## config.mk

```make
export PLATFORM = sky130hd
export DESIGN_NAME = ula_multiciclo
export DESIGN_NICKNAME = d
export VERILOG_FILES = /design/src/rtl/ula_multiciclo.sv
export SDC_FILE = /design/constraint.sdc
export NUM_CORES = 1
export LEC_CHECK = 0
export ABC_AREA = 1
export ABC_CLOCK_PERIOD_IN_PS = 2300
export BUFFER_PORTS_ARGS = -buffer_cell sky130_fd_sc_hd__buf_2
export CORE_AREA = 3 3 115 117
export DETAILED_ROUTE_END_ITERATION = 6
export DIE_AREA = 0 0 118 120
export MAX_ROUTING_LAYER = met4
export PLACE_DENSITY = 0.79
export SLEW_MARGIN = 40
export SYNTH_ARGS = -nofsm -noshare
export SYNTH_HDL_FRONTEND = slang
export SYNTH_SLANG_ARGS = --single-unit
```

## constraint.sdc

```tcl
create_clock -name clock -period 2.3 [get_ports clock]
set_clock_uncertainty 0.05 [all_clocks]
set_input_delay 0.115 -clock clock [delete_from_list [all_inputs] [get_ports clock]]
set_output_delay 0.115 -clock clock [all_outputs]
set_load 0.05 [all_outputs]
```

## src/rtl/ula_multiciclo.sv

```systemverilog
// Multi-cycle ALU: one-cycle add/sub/logic, iterative shift-add multiply and
// restoring divide/remainder, with a start/busy/done handshake and status flags.
module ula_multiciclo #(
  parameter int unsigned WIDTH = 8
) (
  input  logic             clock,
  input  logic             reset_n,
  input  logic             start,
  input  logic [WIDTH-1:0] A,
  input  logic [WIDTH-1:0] B,
  input  logic [2:0]       ULAOp,
  output logic             busy,
  output logic             done,
  output logic [WIDTH-1:0] result,
  output logic             zero,
  output logic             carry,
  output logic             overflow,
  output logic             div_by_zero
);

  localparam int unsigned CW   = $clog2(WIDTH);
  localparam int unsigned PW   = 2 * WIDTH;
  localparam logic [CW-1:0] LAST = CW'(WIDTH - 1);

  localparam logic [2:0] OP_ADD = 3'd0;
  localparam logic [2:0] OP_SUB = 3'd1;
  localparam logic [2:0] OP_MUL = 3'd2;
  localparam logic [2:0] OP_AND = 3'd3;
  localparam logic [2:0] OP_OR  = 3'd4;
  localparam logic [2:0] OP_XOR = 3'd5;
  localparam logic [2:0] OP_DIV = 3'd6;

  typedef enum logic [0:0] {IDLE, CALC} state_t;

  state_t           state_q, state_d;
  logic [2:0]       op_q, op_d;
  logic [CW-1:0]    cnt_q, cnt_d;
  logic [PW-1:0]    prod_q, prod_d;
  logic [PW-1:0]    mcand_q, mcand_d;
  logic [WIDTH-1:0] mplier_q, mplier_d;
  logic [WIDTH-1:0] quo_q, quo_d;
  logic [WIDTH-1:0] rem_q, rem_d;
  logic [WIDTH-1:0] dvs_q, dvs_d;
  logic             busy_d, done_d, zero_d, carry_d, overflow_d, dbz_d;
  logic [WIDTH-1:0] result_d;

  logic [WIDTH:0]   sum, diff, rtrial;
  logic [PW-1:0]    prod_step;
  logic [WIDTH-1:0] rem_step, quo_step;
  logic             fits;

  // One-cycle arithmetic and one iteration step of each iterative algorithm
  always_comb begin
    sum       = {1'b0, A} + {1'b0, B};
    diff      = {1'b0, A} - {1'b0, B};
    prod_step = prod_q + (mplier_q[0] ? mcand_q : '0);
    rtrial    = {rem_q, quo_q[WIDTH-1]};
    fits      = (rtrial >= {1'b0, dvs_q});
    rem_step  = fits ? WIDTH'(rtrial - {1'b0, dvs_q}) : rtrial[WIDTH-1:0];
    quo_step  = {quo_q[WIDTH-2:0], fits};
  end

  // Next-state and registered-output logic
  always_comb begin
    state_d    = state_q;
    op_d       = op_q;
    cnt_d      = cnt_q;
    prod_d     = prod_q;
    mcand_d    = mcand_q;
    mplier_d   = mplier_q;
    quo_d      = quo_q;
    rem_d      = rem_q;
    dvs_d      = dvs_q;
    busy_d     = busy;
    done_d     = 1'b0;
    result_d   = result;
    zero_d     = zero;
    carry_d    = carry;
    overflow_d = overflow;
    dbz_d      = div_by_zero;

    case (state_q)
      IDLE: begin
        if (start) begin
          carry_d    = 1'b0;
          overflow_d = 1'b0;
          dbz_d      = 1'b0;
          case (ULAOp)
            OP_ADD: begin
              result_d   = sum[WIDTH-1:0];
              carry_d    = sum[WIDTH];
              overflow_d = (A[WIDTH-1] == B[WIDTH-1]) && (sum[WIDTH-1] != A[WIDTH-1]);
              done_d     = 1'b1;
            end
            OP_SUB: begin
              result_d   = diff[WIDTH-1:0];
              carry_d    = diff[WIDTH];
              overflow_d = (A[WIDTH-1] != B[WIDTH-1]) && (diff[WIDTH-1] != A[WIDTH-1]);
              done_d     = 1'b1;
            end
            OP_AND: begin
              result_d = A & B;
              done_d   = 1'b1;
            end
            OP_OR: begin
              result_d = A | B;
              done_d   = 1'b1;
            end
            OP_XOR: begin
              result_d = A ^ B;
              done_d   = 1'b1;
            end
            default: begin
              // mul, div, rem: flags keep their old values until completion
              carry_d    = carry;
              overflow_d = overflow;
              dbz_d      = div_by_zero;
              op_d       = ULAOp;
              cnt_d      = '0;
              prod_d     = '0;
              mcand_d    = {{WIDTH{1'b0}}, A};
              mplier_d   = B;
              quo_d      = A;
              rem_d      = '0;
              dvs_d      = B;
              busy_d     = 1'b1;
              state_d    = CALC;
            end
          endcase
        end
      end

      CALC: begin
        cnt_d = cnt_q + CW'(1);
        if (op_q == OP_MUL) begin
          prod_d   = prod_step;
          mcand_d  = mcand_q << 1;
          mplier_d = mplier_q >> 1;
        end else begin
          quo_d = quo_step;
          rem_d = rem_step;
        end
        if (cnt_q == LAST) begin
          state_d    = IDLE;
          busy_d     = 1'b0;
          done_d     = 1'b1;
          overflow_d = 1'b0;
          if (op_q == OP_MUL) begin
            result_d = prod_step[WIDTH-1:0];
            carry_d  = |prod_step[PW-1:WIDTH];
            dbz_d    = 1'b0;
          end else begin
            // B = 0 falls out of the algorithm: quotient all ones, remainder A
            result_d = (op_q == OP_DIV) ? quo_step : rem_step;
            carry_d  = 1'b0;
            dbz_d    = (dvs_q == '0);
          end
        end
      end

      default: state_d = IDLE;
    endcase

    if (done_d) zero_d = (result_d == '0);
  end

  always_ff @(posedge clock) begin
    if (!reset_n) begin
      state_q     <= IDLE;
      op_q        <= '0;
      cnt_q       <= '0;
      prod_q      <= '0;
      mcand_q     <= '0;
      mplier_q    <= '0;
      quo_q       <= '0;
      rem_q       <= '0;
      dvs_q       <= '0;
      busy        <= 1'b0;
      done        <= 1'b0;
      result      <= '0;
      zero        <= 1'b1;
      carry       <= 1'b0;
      overflow    <= 1'b0;
      div_by_zero <= 1'b0;
    end else begin
      state_q     <= state_d;
      op_q        <= op_d;
      cnt_q       <= cnt_d;
      prod_q      <= prod_d;
      mcand_q     <= mcand_d;
      mplier_q    <= mplier_d;
      quo_q       <= quo_d;
      rem_q       <= rem_d;
      dvs_q       <= dvs_d;
      busy        <= busy_d;
      done        <= done_d;
      result      <= result_d;
      zero        <= zero_d;
      carry       <= carry_d;
      overflow    <= overflow_d;
      div_by_zero <= dbz_d;
    end
  end

endmodule

```

==> impl_results.md <==
* GRT Total Usage at 0.263
* Worst r2r src: mplier_q[0]
* Setup TNS at 0 ps
* Vias post-DR at 6703
* Critical path origin: mplier_q[0]
* Total congestion overflow at 0
* Die Span Y at 120 µm
* Cts hold-fix bufs at 0
* R2R depth at 18
* Peak supply drop at 0.356 mV
* Hpwl dp at 14000 µm
* Post-synth ARST share at 0
* First-pass detailed-route iteration total at 7
* Worst Path Required at 2550 ps
* Ports at 36
* Final Hold Fails at 0
* Fin. max-slew vios at 0
* Layout Nets at 1104
* Hold WS at 12.4 ps
* Cell breakdown of the critical path: buf_6, nand2_1, inv_2, ha_4, nand2_4, nor2_4, nand2_4, nand3_4, nand2_2, nand3_2, nand2_2, inv_2, nand2_2, nand2_2, nand3_2, nor2_2, nand3_2, o21bai_2
* DR vias/cell at 5.56
* Initial DRC Count at 558
* Synth Area per Inst at 6.42 µm²
* CP most frequent cell: nand2_2
* Fmax at 438 MHz
* Crit share post-route at 0.992
* PnR Total Power at 0.00446 W
* Clock Latency Late Sink at 360 ps
* Max incr delay on CP at 380 ps
* Post-synth EDFFs at 0
* Die area at 14200 µm²
* Share of cells above drive strength 1 at 0.241
* Seq/Total Area, Yosys at 0.276
* Num rows at 41
* Ant. Diodes at 0
* Placed cell area at 6750 µm²
* H-tree levels at 3
* Clock sinks at 85
* Unrepaired setup endpoints after global routing: yes
* CTS buffer count at 9
* FF+latch count, synth at 85
* Slowest CP cell: dfxtp_4
* Cell leakage power at 3.65 nW
* Routed Antenna Nets at 0
* Worst Hold Class: in -> reg
* Fin area at 7740 µm²
* Root Buffer: clkbuf_16
* Finish-stage setup viols at 0
* Post-synthesis to final-layout area growth at 25.7%
* Synthesized area at 6160 µm²
* Footprint of the multi-input gates at 4500 µm²
* Placer Congestion at 1.02
* Drt total wl at 20000 µm
* Outcome: complete, no violations
* Clk slew on worst S/H paths at 70 ps
* Arrival time at the worst endpoint at 2530 ps
* PD cells at 576 nW/µm²
* Syn Inst Count at 960
* Crit path capture: zero
* DRC violations left at 0
* Die width at 118 µm
* Initial antenna violation count at 0
* Avg WL per Cell at 16.6 µm
* Worst-margin pin slew at 564 ps
* Worst R2R End: zero
* Crit. End Element: register
* Number of global-route vias before repair at 6033
* CP Max Fanout at 8
* Post-synth top flop: dfxtp_1
* Core area at 12500 µm²
* First-pass GRT wire length at 29300 µm
* Initial core utilization at 0.494
* CTS tree: done
* Min Tclk post-route at 2280 ps
* FF+latch area at 1720 µm²
* CTS Buffer Depth at 2
* Kind of critical path: reg -> reg
* Max-Cap Viols at 0
* Largest net degree at the start of global routing at 34
* Synth warnings at 0
* Flop-to-flop setup slack at 20 ps
* FILL cells at 1092
* Port bufs at 35
* Worst relative slew slack at 0.623
* Critical Path Start Type: register
* Count of cell types in the netlist at 45
* Syn Nets at 1035
[power breakdown]
group	total [W]	internal [W]	switching (W)	leakage, nW
Clock	0.00147	0.000762	0.000712	0.141
Combinational	0.00139	0.000494	0.000891	2.81
Sequential	0.00160	0.00154	0.0000627	0.695
[worst min path at each step]
stage          slack [ps]     start  depth (start not counted)          end
6_report               10      B[6]                          3  mplier_q[6]
5_1_grt                20      B[3]                          3  mplier_q[3]
4_1_cts                 5      B[6]                          3  mplier_q[6]
3_5_place_dp          390      B[5]                          3  mplier_q[5]
3_3_place_gp          370      B[6]                          3  mplier_q[6]
2_1_floorplan         210  ULAOp[0]                          2      op_q[0]
[logic make-up (layout without fill, tap and decap cells)]
group	Yosys count	count (layout)	share of synthesized area
AO/OA/AOI/OAI	181	181	0.162
flip-flops	85	85	0.276
adder cells (fa/ha/maj)	53	53	0.113
buffers and inverters	149	222	0.0953
XOR/XNOR	12	12	0.0171
AND/OR/NAND/NOR	480	481	0.337
[state kept, by name, summed over array words and instances (netlist names)]
register	cells
mcand_q	16
prod_q	16
dvs_q	8
mplier_q	8
quo_q	8
rem_q	8
result	8
cnt_q	3
op_q	3
busy	1
carry	1
div_by_zero	1
done	1
overflow	1
state_q	1
zero	1
[layer usage]
layer | wire length [µm] | vias to the layer above | share of wire | GRT usage
met5 | 0 | - | 0 | -
met4 | 758 | 0 | 0.038 | 0.103
met3 | 1240 | 59 | 0.062 | 0.0316
met2 | 9710 | 288 | 0.49 | 0.439
met1 | 8300 | 3076 | 0.41 | 0.328
li1 | - | 3280 | - | -
[critical path, delay by kind of cell (launching register included)]
kind            cells  cell delay (ps)
fa+ha+maj           1              310
buf+inv             3              230
simple gates       13             1110
compound gates      1              130
flops               1              380
[repair_timing]
item,in CTS,in global routing
setup endpoints to repair,6,14
pin swaps,3,47
setup buffers,2,4
gates cloned,0,1
resized for setup,7,134
[cells in the mapped netlist (all sizes together) (4+ instances only)]
| master | instances | area share |
|---|---|---|
| ha | 49 | 0.10 |
| nand3 | 77 | 0.065 |
| or2 | 9 | 0.0091 |
| nand4 | 15 | 0.015 |
| fa | 4 | 0.013 |
| a21oi | 92 | 0.075 |
| buf | 11 | 0.011 |
| o21ai | 44 | 0.036 |
| xnor2 | 4 | 0.0057 |
| dfxtp | 85 | 0.28 |
| xor2 | 8 | 0.011 |
| a31oi | 27 | 0.027 |
| inv | 121 | 0.074 |
| o22ai | 4 | 0.0041 |
| clkbuf | 17 | 0.011 |
| nand2 | 292 | 0.18 |
| nor2 | 82 | 0.059 |
[per-stage QoR]
stage                     setup slack [ps]   util  cells
after floorplan                       9.12      -    960
after global placement                -121  0.542   1183
after detailed placement              -145  0.542   1183
after CTS                             4.57  0.568   1201
after global routing                  -138  0.621   1206
final                                 17.3  0.621   1206
[cells in the final DEF (no fill, tap or decap), types with 7 or more instances in the layout]
master	n
a21oi_4	7
nor2_1	60
nand2_4	7
nand3_2	9
a21oi_1	79
nand3_1	66
o21ai_0	36
ha_1	28
clkbuf_16	9
nand2_1	262
inv_1	103
ha_4	21
inv_2	18
nor2_4	8
buf_4	47
nand2_2	24
buf_2	35
a31oi_1	26
or2_2	8
dfxtp_1	78
nor2_2	13
nand4_1	15
[cell type report]
| cell class | count | area share |
|---|---|---|
| multi-input cells | 727 | 0.582 |
| flip-flops and latches | 85 | 0.222 |
| repair buffers | 85 | 0.0726 |
| inverters | 121 | 0.0587 |
| clock buffers | 9 | 0.0291 |
| well taps | 172 | 0.0278 |
| clock inverters | 7 | 0.00840 |
Note: power is estimated with default switching activity, not from simulation.
